===== config.mk =====
export PLATFORM = sky130hd
export DESIGN_NAME = display_decoder
export DESIGN_NICKNAME = d
export VERILOG_FILES = /design/src/rtl/display_decoder.sv
export SDC_FILE = /design/constraint.sdc
export NUM_CORES = 1
export LEC_CHECK = 0
export BUFFER_PORTS_ARGS = -buffer_cell sky130_fd_sc_hd__buf_2
export CAP_MARGIN = 10
export CORE_MARGIN = 2
export CORE_UTILIZATION = 60
export CTS_CLUSTER_DIAMETER = 60
export DETAILED_ROUTE_END_ITERATION = 10
export GPL_TIMING_DRIVEN = 0
export PLACE_DENSITY = 0.84
export SLEW_MARGIN = 20
export SYNTH_ARGS = -nofsm -noshare
export SYNTH_HDL_FRONTEND = slang
export SYNTH_SLANG_ARGS = --single-unit

===== constraint.sdc =====
create_clock -name clock -period 5.4 [get_ports clock]
set_clock_uncertainty 0.2 [all_clocks]
set_input_delay 0.27 -clock clock [delete_from_list [all_inputs] [get_ports clock]]
set_output_delay 0.27 -clock clock [all_outputs]
set_load 0.01 [all_outputs]

===== src/rtl/display_decoder.sv =====
// display_decoder
// Watches a multiplexed, active-low 7-segment bus and recovers the hex
// value shown on each digit. A {digit, pattern} pair must be seen on
// ESTAVEL consecutive strobed samples before it is accepted, which filters
// out the glitches seen while the bus switches between digits. Accepted
// patterns outside the 16-symbol table raise a sticky error flag.
//
// Ports:
//   clock           system clock, all logic on posedge
//   reset           synchronous, active-low reset
//   amostra         sample strobe; digito/segmentos valid this cycle
//   digito          index of the digit currently driven on the bus
//   segmentos       segment lines a..g, active-low (index 0 = a)
//   limpa_erro      clears the sticky erro flag
//   valor           decoded nibbles, digit i at [4i+3:4i]
//   valido          per-digit flag: nibble holds an accepted valid symbol
//   novo            one-cycle pulse after any digit is committed
//   erro            sticky: an invalid pattern was accepted
//   ultimo_invalido last accepted invalid pattern
module display_decoder #(
   parameter int NDIG    = 4,
   parameter int ESTAVEL = 3
) (
   input  logic                clock,
   input  logic                reset,
   input  logic                amostra,
   input  logic [1:0]          digito,
   input  logic [0:6]          segmentos,
   input  logic                limpa_erro,
   output logic [4*NDIG-1:0]   valor,
   output logic [NDIG-1:0]     valido,
   output logic                novo,
   output logic                erro,
   output logic [0:6]          ultimo_invalido
);

   typedef enum logic [1:0] {OCIOSO, CONTANDO, TRAVADO} state_t;

   state_t          state_reg;
   logic [3:0]      count_reg;
   logic [1:0]      dig_reg;
   logic [0:6]      seg_reg;
   logic [3:0]      nib_reg [NDIG];
   logic [NDIG-1:0] valido_reg;
   logic            novo_reg;
   logic            erro_reg;
   logic [0:6]      ult_reg;

   logic [3:0]      dec_val;
   logic            dec_ok;
   logic            sample_ok;
   logic            match;
   logic            commit;

   // Pattern literals are written a..g left to right, matching index 0 = a.
   always_comb begin
      dec_ok  = 1'b1;
      dec_val = 4'h0;
      case (segmentos)
         7'b0000001: dec_val = 4'h0;
         7'b1001111: dec_val = 4'h1;
         7'b0010010: dec_val = 4'h2;
         7'b0000110: dec_val = 4'h3;
         7'b1001100: dec_val = 4'h4;
         7'b0100100: dec_val = 4'h5;
         7'b0100000: dec_val = 4'h6;
         7'b0001111: dec_val = 4'h7;
         7'b0000000: dec_val = 4'h8;
         7'b0001100: dec_val = 4'h9;
         7'b0001000: dec_val = 4'hA;
         7'b1100000: dec_val = 4'hB;
         7'b0110001: dec_val = 4'hC;
         7'b1000010: dec_val = 4'hD;
         7'b0110000: dec_val = 4'hE;
         7'b0111000: dec_val = 4'hF;
         default:    dec_ok  = 1'b0;
      endcase
   end

   // Samples addressed to digits this instance does not track are dropped
   // before they can disturb the stability counter.
   assign sample_ok = amostra && ({1'b0, digito} < 3'(NDIG));
   assign match     = (digito == dig_reg) && (segmentos == seg_reg);
   assign commit    = sample_ok && (state_reg == CONTANDO) && match &&
                      (count_reg == 4'(ESTAVEL - 1));

   always_ff @(posedge clock) begin
      if (!reset) begin
         state_reg  <= OCIOSO;
         count_reg  <= 4'd0;
         dig_reg    <= 2'd0;
         seg_reg    <= 7'd0;
         valido_reg <= '0;
         novo_reg   <= 1'b0;
         erro_reg   <= 1'b0;
         ult_reg    <= 7'd0;
         for (int i = 0; i < NDIG; i++) nib_reg[i] <= 4'h0;
      end else begin
         novo_reg <= commit;

         if (commit) begin
            if (dec_ok) begin
               nib_reg[digito]    <= dec_val;
               valido_reg[digito] <= 1'b1;
            end else begin
               valido_reg[digito] <= 1'b0;
               ult_reg            <= segmentos;
            end
         end

         // A fresh invalid commit outranks a simultaneous clear request.
         if (commit && !dec_ok)
            erro_reg <= 1'b1;
         else if (limpa_erro)
            erro_reg <= 1'b0;

         if (sample_ok) begin
            case (state_reg)
               OCIOSO: begin
                  dig_reg   <= digito;
                  seg_reg   <= segmentos;
                  count_reg <= 4'd1;
                  state_reg <= CONTANDO;
               end
               CONTANDO: begin
                  if (match) begin
                     if (count_reg == 4'(ESTAVEL - 1))
                        state_reg <= TRAVADO;
                     else
                        count_reg <= count_reg + 4'd1;
                  end else begin
                     dig_reg   <= digito;
                     seg_reg   <= segmentos;
                     count_reg <= 4'd1;
                  end
               end
               TRAVADO: begin
                  // A held pattern is committed once; only a change re-arms.
                  if (!match) begin
                     dig_reg   <= digito;
                     seg_reg   <= segmentos;
                     count_reg <= 4'd1;
                     state_reg <= CONTANDO;
                  end
               end
               default: state_reg <= OCIOSO;
            endcase
         end
      end
   end

   generate
      for (genvar gi = 0; gi < NDIG; gi++) begin : g_valor
         assign valor[4*gi +: 4] = nib_reg[gi];
      end
   endgenerate

   assign valido          = valido_reg;
   assign novo            = novo_reg;
   assign erro            = erro_reg;
   assign ultimo_invalido = ult_reg;

endmodule


# [Word level (Yosys, flattened, before mapping)]
# Memories as Yosys holds them, arrays and structs flattened.
# Index checks and enable logic that the tools add are counted.
# W data, S select, Z words.
[word_totals] ramBits=16 n_memories=1 mem_bits_ro=0 inputBits=13 out_inout_bits=29 register_bits=28 latch_bits=0 wordCells=87
[classes] order_cmp=2 n_mul=0 n_reduce_logical=19 add_sub_neg=1 n_eq_ne=25 muxes=27 shift=0 bitwise_logic=4 div_mod_pow=0
[memory_table] name="nib_reg" depth=4 word_bits=4 rd=4 rd_clocked_by_memory_dff=0 wr=4 line="43" rtl="logic [3:0] nib_reg [NDIG];"
[ops] operator="$pmux W4 S15" n=1
[ops] operator="$eq A7 B6 Y1 const B" n=5
[ops] operator="$eq A7 B7 Y1 const B" n=4
[ops] operator="$eq A7 B4 Y1 const B" n=3
[ops] operator="$mux W4" n=5
[ops] operator="$reduce_or A16 Y1" n=1
[ops] operator="$pmux W7 S2" n=1
[ops] operator="$pmux W4 S3" n=1
[ops] operator="$mux W1" n=10
[ops] operator="$mux W2" n=5
[ops] operator="$reduce_and A4 Y1" n=2
[ops] operator="$eq A7 B1 Y1 const B" n=1
[ops] operator="$eq A7 B3 Y1 const B" n=1
[ops] operator="$eq A7 B5 Y1 const B" n=1
[ops] operator="$eq A7 B7 Y1" n=1
[ops] operator="$logic_not A7 Y1" n=1
[ops] operator="$mux W7" n=1
[ops] operator="$logic_and A1 B1 Y1" n=6
[ops] operator="$ne A2 B2 Y1 const B" n=3
[ops] operator="$pmux W2 S3" n=1
[ops] operator="$add A4 B1 Y4 const B" n=1
[ops] operator="$and A4 B4 Y4" n=1
[ops] operator="$eq A4 B2 Y1 const B" n=1
[ops] operator="$not A4 Y4" n=1
[ops] operator="19 further kinds" n=20

# [Logic depth before layout (Yosys ltp)]
[logic_depth] word_depth=9 depth_mapped=8 depth_no_buf=7

# [Worst setup path before layout]
# No wires, ideal clock.
[synth_timing] kind="reg2reg" from="reg count_reg[0]" to="mem nib_reg[0][0] (enable)" path_slack_ns=3.096 arrival_time_ns=1.795 stages_incl_launch_ff=8 required_time_ns=4.891 synth_period_minus_slack_ns=2.304 path_buffers=0 setup_ns=0.309 path_cell_list="dfxtp_1 > inv_1 > ha_1 > nor3b_4 > nand3_1 > nor4_2 > o211ai_1 > nand2_1"
[synth_rtl] element="start: declaration" line="40" rtl="logic [3:0] count_reg;"
[synth_rtl] element="start signal: assignment" line="130" rtl="count_reg <= count_reg + 4'd1;"
[synth_rtl] element="end: declaration" line="43"

==> results.py <==
metrics = {
    "outcome": {
        "status": "completed",
    },
    "floorplan": {
        "start_util": 0.630,
        "io_pins": 42,
        "die_h_um": 69.1,
        "dieWidth_um": 69.1,
        "die-area_um2": 4770,
        "core-area_um2": 4030,
        "fp-row-count": 23,
    },
    "sta": {
        "final.setup.tns_ns": 0,
        "fmax_mhz": 365,
        "setup_viol": 0,
        "tightest_slew_ns": 0.774,
        "layout_min_cycle_time_ns": 2.74,
        "setup_ws_ns": 2.66,
        "finalCritPeriodShare": 0.507,
        "slew_headroom": 0.480,
        "finalHoldViolCount": 0,
        "rsz0062_at_grt": "no",
        "maxSlewViolCount": 0,
    },
    "drt": {
        "routed_via_density": 6.01,
        "detail-route-antenna-nets": 0,
        "first_pass_iters": 4,
        "drtIter0Drc": 278,
        "drcViolationCount": 0,
        "dr_total_vias": 2312,
        "wire_per_inst_um": 15.2,
        "wl_um": 5850,
    },
    "setup_path": {
        "r2r_end": "nib_reg[2][1]",
        "crit_fanout": 10,
        "critPathKind": "in -> reg",
        "regToRegSetupSlack_ns": 2.71,
        "cp.required_ns": 5.14,
        "arrival_ns": 2.48,
        "reg2reg_from": "count_reg[0]",
        "r2r_cells": 7,
        "critPathCaptureType": "flip-flop",
        "start_kind": "input port",
    },
    "clock_tree": {
        "post_cts_buffers": 0,
        "clkTransAtPathRegs_ns": 0.08,
        "clk_path_buf_depth": 2,
        "htree_levels": 2,
        "cts_made_buffers": 5,
        "post_cts_resized": 0,
        "clockRootBuffer": "clkbuf_8",
        "clkSinkCount": 44,
        "insertion_delay_ns": 0.30,
        "cts_tree": "done",
        "holdBufCountCts": 0,
    },
    "cells_and_area": {
        "diodes": 0,
        "fin_nets": 354,
        "drive_gt1_frac": 0.191,
        "area_delta_synth_final_pct": 13.8,
        "fin_cells": 385,
        "largest_reg_flops": 16,
        "final_cell_mix": "buf_2, nand2_1, dfxtp_1",
        "nFillCells": 324,
        "final_common_cell": "buf_2",
    },
    "yosys": {
        "syn_nets": 310,
        "syn_avg_cell_area_um2": 8.76,
        "synthArstFlopShare": 0,
        "synth_edf_count": 16,
        "yosysSeqAreaShare": 0.410,
        "syn_area_um2": 2540,
        "ys_seq_elements": 44,
        "synth_warnings": 0,
        "yosysUniqueCellTypes": 58,
        "syn_inst": 290,
        "dominantRegCellSynth": "dfxtp_1",
    },
    "global_route": {
        "antenna_found_initial": 0,
        "grt_first_pass_wirelength_um": 9540,
        "grt_pass1_vias": 2085,
        "overflow": 0,
        "grt_use_met1": 0.312,
        "met3_usage": 0.0556,
        "grt_busiest_layer": "met2",
        "grtUsageMet2": 0.416,
        "grt_usage": 0.247,
        "grt_max_degree": 14,
    },
    "power_and_ir_drop": {
        "p_per_area_nw_per_um2": 283,
        "vdd_drop_max_mv": 0.211,
        "p_leak_uw": 0.00112,
        "p_total_uw": 818,
    },
    "min_path": {
        "min_path_cells": 3,
        "hold_path.startpoint": "limpa_erro",
        "hold_class": "in -> reg",
        "hold_end": "erro",
    },
    "run": {
        "maxCapViolCount": 0,
    },
    "place": {
        "dp_hpwl_um": 4170,
        "numPortBuffers": 37,
        "place_ws_ns": 2.43,
        "gp_congestion": 0.862,
        "dp_cells": 377,
    },
}
[logic make-up (layout without fill, tap and decap cells)]
family,count (synthesis),after routing,synth area share
simple gates,124,124,0.267
compound gates,61,61,0.153
flops,44,44,0.410
buf+inv,34,79,0.0591
xor+xnor,11,11,0.0409
mux,9,9,0.0355
fa+ha+maj,7,7,0.0345
[per-layer routing]
layer,up-vias,routed length [um]
met5,-,0
met4,0,67
met3,7,382
met2,91,2940
met1,1078,2460
li1,1136,-
[per-stage QoR]
stage	hold slack [ns]	utilization	area [um^2]
6_report	0.0736	0.717	2890
5_1_grt	0.0816	0.717	2890
4_1_cts	0.0682	0.717	2890
3_5_place_dp	0.251	0.692	2790
3_3_place_gp	0.242	0.692	2790
2_1_floorplan	0.266	-	2540
[power by group]
group          internal [uW]  switching (uW)  leakage, uW
logic                   73.6             128     0.000673
registers                366            17.8     0.000393
clock network            119             114    0.0000534
[area by class of cell]
| cell class | instances | area, um^2 | share of cell area |
|---|---|---|---|
| buffer | 20 | 97.6 | 0.0338 |
| sequential | 44 | 1040 | 0.360 |
| multi-input combinational | 212 | 1350 | 0.467 |
| tap | 50 | 62.6 | 0.0216 |
| inverter | 14 | 52.6 | 0.0182 |
| timing repair buffer | 37 | 185 | 0.0641 |
| clock inverter | 1 | 5.00 | 0.00173 |
| clock buffer | 7 | 97.6 | 0.0338 |
[worst max-delay path by stage]
stage / endpoint / cells past startpoint / startpoint
2_1_floorplan: nib_reg[0][0] / 7 / count_reg[0]
3_3_place_gp: nib_reg[3][0] / 7 / segmentos[5]
3_5_place_dp: nib_reg[3][0] / 7 / segmentos[5]
4_1_cts: nib_reg[3][0] / 7 / segmentos[5]
5_1_grt: nib_reg[3][2] / 7 / segmentos[5]
6_report: nib_reg[3][0] / 7 / segmentos[5]
[worst max-delay path, cell delays in order]
cell and delay [ns]:
buf_2 0.11, clkbuf_1 0.23, nor3_1 0.46, o311ai_0 0.28, o32ai_2 0.38, nor2_1 0.14, o21ai_0 0.60
[cells in the mapped netlist, types with 3 or more instances]
cell type	n	area share
a21oi_1	17	0.033
buf_2	9	0.018
clkbuf_1	8	0.012
dfxtp_1	28	0.22
edfxtp_1	16	0.19
ha_1	7	0.034
inv_1	13	0.019
mux2i_1	9	0.035
nand2_1	32	0.047
nand2b_1	6	0.015
nand3_1	23	0.045
nand4_1	6	0.015
nor2_1	18	0.027
nor2b_1	5	0.012
nor3_1	7	0.014
nor3b_1	3	0.0089
o211ai_1	5	0.015
o21ai_0	20	0.039
xnor2_1	9	0.031
Power figures use the tool's default switching activity.
